## src/rtl/pipe_pkg.sv

```systemverilog
// Shared types for the pipeline stall/flush controller: FSM states and the strobe bundle.
package pipe_pkg;

  localparam int LAT_W_DEF = 5;

  typedef enum logic {
    RUN     = 1'b0,
    MC_WAIT = 1'b1
  } pipe_state_t;

  typedef struct packed {
    logic en_pc;
    logic en_ifid;
    logic en_idex;
    logic en_exmem;
    logic en_memwb;
    logic clr_ifid;
    logic clr_idex;
    logic clr_exmem;
    logic clr_memwb;
  } strobes_t;

  localparam strobes_t STB_DEFAULT = 9'b1_1111_0000;
  localparam strobes_t STB_RESET   = 9'b0_0000_1111;

endpackage

```

## src/rtl/pipe_ctrl_mc_countdown.sv

```systemverilog
// Multi-cycle op countdown: load, saturating decrement, end-of-op flag.
// o_zero means the count reaches zero at the coming edge, so the current cycle is the capture cycle.
module mc_countdown #(
  parameter int W = 5
) (
  input  logic         clk,
  input  logic         rst,
  input  logic         i_load,
  input  logic [W-1:0] i_load_val,
  input  logic         i_dec,
  output logic         o_zero
);

  logic [W-1:0] r_cnt;

  always_ff @(posedge clk) begin
    if (rst) begin
      r_cnt <= '0;
    end else if (i_load) begin
      r_cnt <= i_load_val;
    end else if (i_dec && (r_cnt != '0)) begin
      r_cnt <= r_cnt - W'(1);
    end
  end

  assign o_zero = (r_cnt <= W'(1));

endmodule

```

## src/rtl/pipe_ctrl.sv

```systemverilog
// Pipeline stall/flush controller; strobes are combinational (0-cycle) from state and hazards.
// Optional stall-cycle counter and stall_cnt port with PIPE_CTRL_PERF_EN.
module pipe_ctrl
  import pipe_pkg::*;
#(
  parameter int LAT_W = LAT_W_DEF
`ifdef PIPE_CTRL_PERF_EN
  ,
  parameter int PERF_W = 32
`endif
) (
  input  logic             clk,
  input  logic             rst,
  input  logic             id_ld_hazard,
  input  logic             ex_redirect,
  input  logic             ex_mc_start,
  input  logic [LAT_W-1:0] ex_mc_lat,
  input  logic             mem_stall,
  output logic             en_pc,
  output logic             en_ifid,
  output logic             en_idex,
  output logic             en_exmem,
  output logic             en_memwb,
  output logic             clr_ifid,
  output logic             clr_idex,
  output logic             clr_exmem,
  output logic             clr_memwb
`ifdef PIPE_CTRL_PERF_EN
  ,
  output logic [PERF_W-1:0] stall_cnt
`endif
);

  pipe_state_t r_state;
  pipe_state_t w_state_nxt;
  strobes_t    w_stb;
  logic        w_enter;
  logic        w_busy;
  logic        w_zero;

  assign w_enter = (r_state == RUN) && ex_mc_start && (ex_mc_lat >= LAT_W'(2)) && !mem_stall;
  assign w_busy  = (r_state == MC_WAIT) && !w_zero;

  mc_countdown #(
    .W(LAT_W)
  ) u_mc_countdown (
    .clk       (clk),
    .rst       (rst),
    .i_load    (w_enter),
    .i_load_val(ex_mc_lat - LAT_W'(1)),
    .i_dec     (r_state == MC_WAIT),
    .o_zero    (w_zero)
  );

  always_ff @(posedge clk) begin
    if (rst) begin
      r_state <= RUN;
    end else begin
      r_state <= w_state_nxt;
    end
  end

  always_comb begin
    w_stb       = STB_DEFAULT;
    w_state_nxt = r_state;

    if (rst) begin
      w_stb = STB_RESET;
    end else if (mem_stall) begin
      w_stb.en_pc     = 1'b0;
      w_stb.en_ifid   = 1'b0;
      w_stb.en_idex   = 1'b0;
      w_stb.en_exmem  = 1'b0;
      w_stb.clr_memwb = 1'b1;
    end else if (w_enter || w_busy) begin
      // EX still computing: hold front end, drain MEM/WB, feed EX/MEM bubbles
      w_stb.en_pc     = 1'b0;
      w_stb.en_ifid   = 1'b0;
      w_stb.en_idex   = 1'b0;
      w_stb.clr_exmem = 1'b1;
      w_stb.en_memwb  = 1'b1;
    end else if (ex_redirect) begin
      w_stb.en_pc    = 1'b1;
      w_stb.clr_ifid = 1'b1;
      w_stb.clr_idex = 1'b1;
    end else if (id_ld_hazard) begin
      w_stb.en_pc    = 1'b0;
      w_stb.en_ifid  = 1'b0;
      w_stb.clr_idex = 1'b1;
    end

    case (r_state)
      RUN:     if (w_enter) w_state_nxt = MC_WAIT;
      MC_WAIT: if (w_zero && !mem_stall) w_state_nxt = RUN;
      default: w_state_nxt = RUN;
    endcase
  end

  assign en_pc     = w_stb.en_pc;
  assign en_ifid   = w_stb.en_ifid;
  assign en_idex   = w_stb.en_idex;
  assign en_exmem  = w_stb.en_exmem;
  assign en_memwb  = w_stb.en_memwb;
  assign clr_ifid  = w_stb.clr_ifid;
  assign clr_idex  = w_stb.clr_idex;
  assign clr_exmem = w_stb.clr_exmem;
  assign clr_memwb = w_stb.clr_memwb;

`ifdef PIPE_CTRL_PERF_EN
  logic [PERF_W-1:0] r_stall_cnt;

  always_ff @(posedge clk) begin
    if (rst) begin
      r_stall_cnt <= '0;
    end else if (!w_stb.en_pc) begin
      r_stall_cnt <= r_stall_cnt + PERF_W'(1);
    end
  end

  assign stall_cnt = r_stall_cnt;
`endif

endmodule

```

## config.mk

```make
export PLATFORM = sky130hd
export DESIGN_NAME = pipe_ctrl
export DESIGN_NICKNAME = d
export VERILOG_FILES = /design/src/rtl/pipe_pkg.sv /design/src/rtl/pipe_ctrl_mc_countdown.sv /design/src/rtl/pipe_ctrl.sv
export SDC_FILE = /design/constraint.sdc
export NUM_CORES = 1
export LEC_CHECK = 0
export ABC_AREA = 1
export ABC_CLOCK_PERIOD_IN_PS = 2000
export CORE_ASPECT_RATIO = 1.1
export CORE_MARGIN = 3
export CORE_UTILIZATION = 45
export DETAILED_ROUTE_END_ITERATION = 7
export PLACE_DENSITY = 0.88
export SETUP_SLACK_MARGIN = 0.4
export SKIP_LAST_GASP = 1
export SYNTH_ARGS = -nofsm -noshare
export SYNTH_HDL_FRONTEND = slang
export SYNTH_SLANG_ARGS = --single-unit
```

## constraint.sdc

```tcl
create_clock -name clk -period 2 [get_ports clk]
set_input_delay 0.4 -clock clk [delete_from_list [all_inputs] [get_ports clk]]
set_output_delay 0.4 -clock clk [all_outputs]
set_load 0.01 [all_outputs]
```

Word level (Yosys, flattened, before mapping)
Cells that the tools add are included.
Word-level totals
  register bits after elaboration: 6
  word-level logic and storage cells: 38
  output and inout bits: 9
Operators by class
  bitwise gates (word level): 1
  order comparisons: 2
  reductions and logical operators: 11
  add/sub/neg operators: 2
  multiplexer cells: 20
Operators with widths (number)
  $mux 1: 11
  $mux 5: 2
  $sub 5x1->5 const B: 2
  $mux 9: 1
  $logic_and 1x1->1: 6
  $mux 2: 3
  $mux 3: 2
  $ge 5x2->1 const B: 1
  $le 5x1->1 const B: 1
  $reduce_bool 5->1: 1
  $logic_not 1->1: 2
  $pmux 1 s2: 1
  $reduce_bool 2->1: 1
  $logic_or 1x1->1: 1
  $not 1->1: 1

Depth between registers and ports, before layout
  depth in word-level cells: 8
  gate-level depth with buffers: 10

By module
Synthesis repeated with hierarchy kept, for this count alone.
Unflattened totals
  cells, all modules: 93
  area, all modules: 588.1 sq um
By module, submodules not included
  mc_countdown: seq. area each 100.1 sq um, cells an instance 50, area each 349.1 sq um, times used 1
  pipe_ctrl: seq. area each 20.0 sq um, cells an instance 43, area each 239.0 sq um, times used 1

Worst setup path before layout
Ideal clock, no wire load.
  path kind: input -> output
  start point: in ex_mc_lat[0]
  end point: out en_pc
  data required time: 1600 ps
  path buffers: 1
  arrival: 1438 ps
  stages on the path: 9
  setup slack: 162 ps
  path through: inv_1 ha_1 inv_1 nand3_4 nand2_8 nand2_4 nor2_4 o21a_1 buf_4
On the way
  word-level cells in the longest chain between the ends: 7
Ends and longest elaborated chain
  from (decl): line pipe_ctrl.sv:17  | input logic [LAT_W-1:0] ex_mc_lat,
  $ge 5x2->1: line pipe_ctrl.sv:41  | assign w_enter = (r_state == RUN) && ex_mc_start && (ex_mc_lat >= LAT_W'(2)) && !mem_stall;
  $logic_and 1x1->1 (2 in a row): line pipe_ctrl.sv:41
  $logic_or 1x1->1: line pipe_ctrl.sv:75  | end else if (w_enter || w_busy) begin
  $mux 2: line pipe_ctrl.sv:75
  $mux 3: line pipe_ctrl.sv:69  | end else if (mem_stall) begin
  $mux 9: line pipe_ctrl.sv:67  | if (rst) begin
  to (decl): line pipe_ctrl.sv:19  | output logic en_pc,
No other way between the ends.

Worst setup path in the final report
  start point: reg u_mc_countdown.r_cnt[0]
  end point: out clr_idex
On the way
  word-level cells in the longest chain between the ends: 7
Ends and longest elaborated chain
  from (decl): line pipe_ctrl_mc_countdown.sv:14  | logic [W-1:0] r_cnt;
  from (signal assigned): line pipe_ctrl_mc_countdown.sv:20  | r_cnt <= i_load_val;
  from (signal assigned): line pipe_ctrl_mc_countdown.sv:22  | r_cnt <= r_cnt - W'(1);
  $le 5x1->1: line pipe_ctrl_mc_countdown.sv:26  | assign o_zero = (r_cnt <= W'(1));
  $logic_not 1->1: line pipe_ctrl.sv:42  | assign w_busy = (r_state == MC_WAIT) && !w_zero;
  $logic_and 1x1->1: line pipe_ctrl.sv:42
  $logic_or 1x1->1: line pipe_ctrl.sv:75
  $mux 2: line pipe_ctrl.sv:75
  $mux 3: line pipe_ctrl.sv:69
  $mux 9: line pipe_ctrl.sv:67
  to (decl): line pipe_ctrl.sv:25  | output logic clr_idex,
No other way between the ends.

==> summary.txt <==
Sw Ratio: 42.21%
Die height: 45.77 µm
Fin crit share: 96.35%
Setup TNS: 0 ns
Ports: 20
Placer Congestion: 0.8620
Syn. warnings: 0
CP required: 1.60 ns
Syn Inst Count: 99
Reg-to-reg startpoint: u_mc_countdown.r_cnt[0]
Cell area power density: 585.2 nW/µm²
Worst R2R Path Depth: 12
RSZ-0062 raised after global routing: yes
Maximum clock path buffer count: 2
Port buffer count: 19
VDD IR-drop max: 0.3051 mV
CP endpoint kind: output pin
Area grow syn2layout: 65.18%
CTS tree: done
DR iter-0 viols: 39
Post-Route WL: 2.246 mm
Post-synth net total: 115
GRT Total Usage: 25.13%
Final Setup Violations: 0
Worst Path Arrival: 1.53 ns
Row cnt: 13
Setup Skew: 0.0002960 ns
CTS root buf: clkbuf_4
DRT antenna net count: 0
Psw: 0.0002640 W
Flops & latches, synth: 6
Distinct cells, synth: 23
Fin cells: 159
RR Endpoint: u_mc_countdown.r_cnt[2]
Largest net degree at the start of global routing: 9
Crit-path cells: buf_4 > o21bai_1 > nand3_1 > nand2_2 > nand2_4 > o21ai_0 > buf_2
Startpoint class of the critical path: flip-flop
NumNets Final: 162
DRC viols: 0
Worst Setup Path Type: reg2out
Detailed Place HPWL: 1.483 mm
Synth async-reset ratio: 0%
Max-Cap Viols: 0
Worst skew pair latency: 0.27 ns
Initial antenna violation count: 0
Max Clk Rate: 518.9 MHz
Slew Viols, Final: 0
Core Region: 1269 µm²
Outcome: finished, final reports clean
Clk sink count: 6
Crit-path max cell delay: 0.33 ns
Relative slew slack: 85.86%
Vias per inst: 5.390
Hold EP: r_state
Remaining Overflow, GRT: 0
Vias: 857
Vias in the first global route: 833
Worst-path maximum fanout: 4
Final WS setup: 0.07297 ns
Setup slack, reg-to-reg: 0.34 ns
CTS H-tree lvls: 1
Combinational fraction of design power: 54.4%
Die area: 1929 µm²
Slowest cell on crit path: dfxtp_2
Pre-CTS setup slack: -0.7075 ns
Clock power frac: 20.3%
Dpl cells: 150
Diode count: 0
Commonest cells post-synth: nand2_1 (30), inv_1 (15), dfxtp_1 (6), nand3_1 (6)
Worst Hold Class: in2reg
Worst-path clk slew: 0.05 ns
Drt wl/cell: 14.13 µm
Fillers: 70
CTS buffer count: 3
Register area share after synthesis: 18.57%
P_leak: 0.5377 nW
Post-synth EDFFs: 0
Count leader, synth: nand2_1
Cell taking the most area after synthesis: dfxtp_1
Top cell type's share of synthesized area: 18.57%
Most used DFF post-synth: dfxtp_1
Average size of a mapped cell: 6.534 µm²
Sequential share of power: 25.2%
Met3 wire len: 164 µm
Ranking of synthesized cells by area: dfxtp_1 (19%), nand2_1 (17%), ha_1 (9.7%), inv_1 (8.7%), nor2_4 (5.2%)
Worst-Margin Slew: 0.2112 ns
Synth Cell Area: 646.9 µm²
Starting Density: 50.99%
Fin. Hold Viols: 0
First-pass GRT wire length: 3.539 mm
Met1 WL: 831 µm
Int Power: 0.0003613 W
DIE WIDTH: 42.15 µm
Crit path time final: 1.927 ns
DR top layer: met4
Met2 routed WL: 1.138 mm
Worst hold stages: 3
Layout cell share with drive strength beyond 1: 45.83%
Drt pass-1 iters: 4
Hold Path Origin: mem_stall
-- layout by cell type (no fill, tap or decap), types with 4 or more instances in the layout --
cell and instances:
nand2_1 28, buf_4 24, inv_1 9, inv_2 8
nand3_1 6, buf_2 6, dlygate4sd2_1 5, nor2_2 4
a21oi_1 4, dfxtp_1 4
-- layout make-up --
| cell class | instances | area [µm²] | area share [%] |
|---|---|---|---|
| multi-input cells | 74 | 490.5 | 45.90 |
| inverters | 18 | 80.08 | 7.494 |
| clock buffers | 3 | 22.52 | 2.108 |
| well taps | 15 | 18.77 | 1.756 |
| repair buffers | 43 | 334.1 | 31.26 |
| flip-flops and latches | 6 | 122.6 | 11.48 |
-- registers in the layout (all words and copies together) (netlist names) --
register and cells:
r_state 1, u_mc_countdown.r_cnt 5
-- power groups by stage --
stage	combinational, W	sequential (W)	clock [W]
2_1_floorplan	0.000172	0.000153	0
3_3_place_gp	0.000289	0.000154	0
3_5_place_dp	0.000304	0.000154	0
4_1_cts	0.000310	0.000156	0.000125
5_1_grt	0.000371	0.000159	0.000134
6_report	0.000340	0.000158	0.000127
-- per-layer routing --
layer  GRT usage (%)  vias up
li1                -      403
met1           23.53      390
met2           49.69       50
met3           6.719       14
met4           14.29        0
met5               0        -
-- timing repair --
action | CTS | global route
hold endpoints to repair | 0 | 0
gates resized for setup | 57 | 6
pin swaps | 12 | 4
setup buffers | 4 | 2
setup endpoints to repair | 14 | 14
hold buffers | 0 | 0
-- cells by family after synthesis --
| kind of cell | after synthesis | share of synthesized area (%) |
|---|---|---|
| flip-flops | 6 | 18.57 |
| XOR/XNOR | 2 | 2.708 |
| AO/OA/AOI/OAI | 14 | 12.38 |
| buffers and inverters | 19 | 11.61 |
| AND/OR/NAND/NOR | 53 | 45.07 |
| adder cells (fa/ha/maj) | 5 | 9.671 |
-- worst max-delay path: cells and delay by family, from the launching register on --
| kind | cells | cell delay (ns) |
|---|---|---|
| AND/OR/NAND/NOR | 3 | 0.30 |
| buffers and inverters | 2 | 0.30 |
| flip-flops | 1 | 0.33 |
| AO/OA/AOI/OAI | 2 | 0.32 |
-- per-stage QoR --
stage | area [µm²] | util [%] | power [W] | hold WS, ns
6_report | 1069 | 84.22 | 0.0006253 | 0.4655
5_1_grt | 1069 | 84.22 | 0.0006645 | 0.4770
4_1_cts | 1054 | 83.04 | 0.0005915 | 0.5140
3_5_place_dp | 1008 | 79.49 | 0.0004584 | 0.4958
3_3_place_gp | 1008 | 79.49 | 0.0004432 | 0.4858
2_1_floorplan | 675.6 | - | 0.0003253 | 0.4642
-- how the worst max path moves through the flow --
stage	start	depth (start not counted)	endpoint	slack, ns
2_1_floorplan	ex_mc_lat[0]	9	en_pc	0.26
3_3_place_gp	ex_mc_lat[0]	10	en_pc	-0.67
3_5_place_dp	ex_mc_lat[0]	10	en_ifid	-0.71
4_1_cts	u_mc_countdown.r_cnt[1]	9	clr_exmem	0.09
5_1_grt	u_mc_countdown.r_cnt[1]	8	clr_idex	-0.03
6_report	u_mc_countdown.r_cnt[0]	7	clr_idex	0.07
Power figures use the tool's default switching activity.
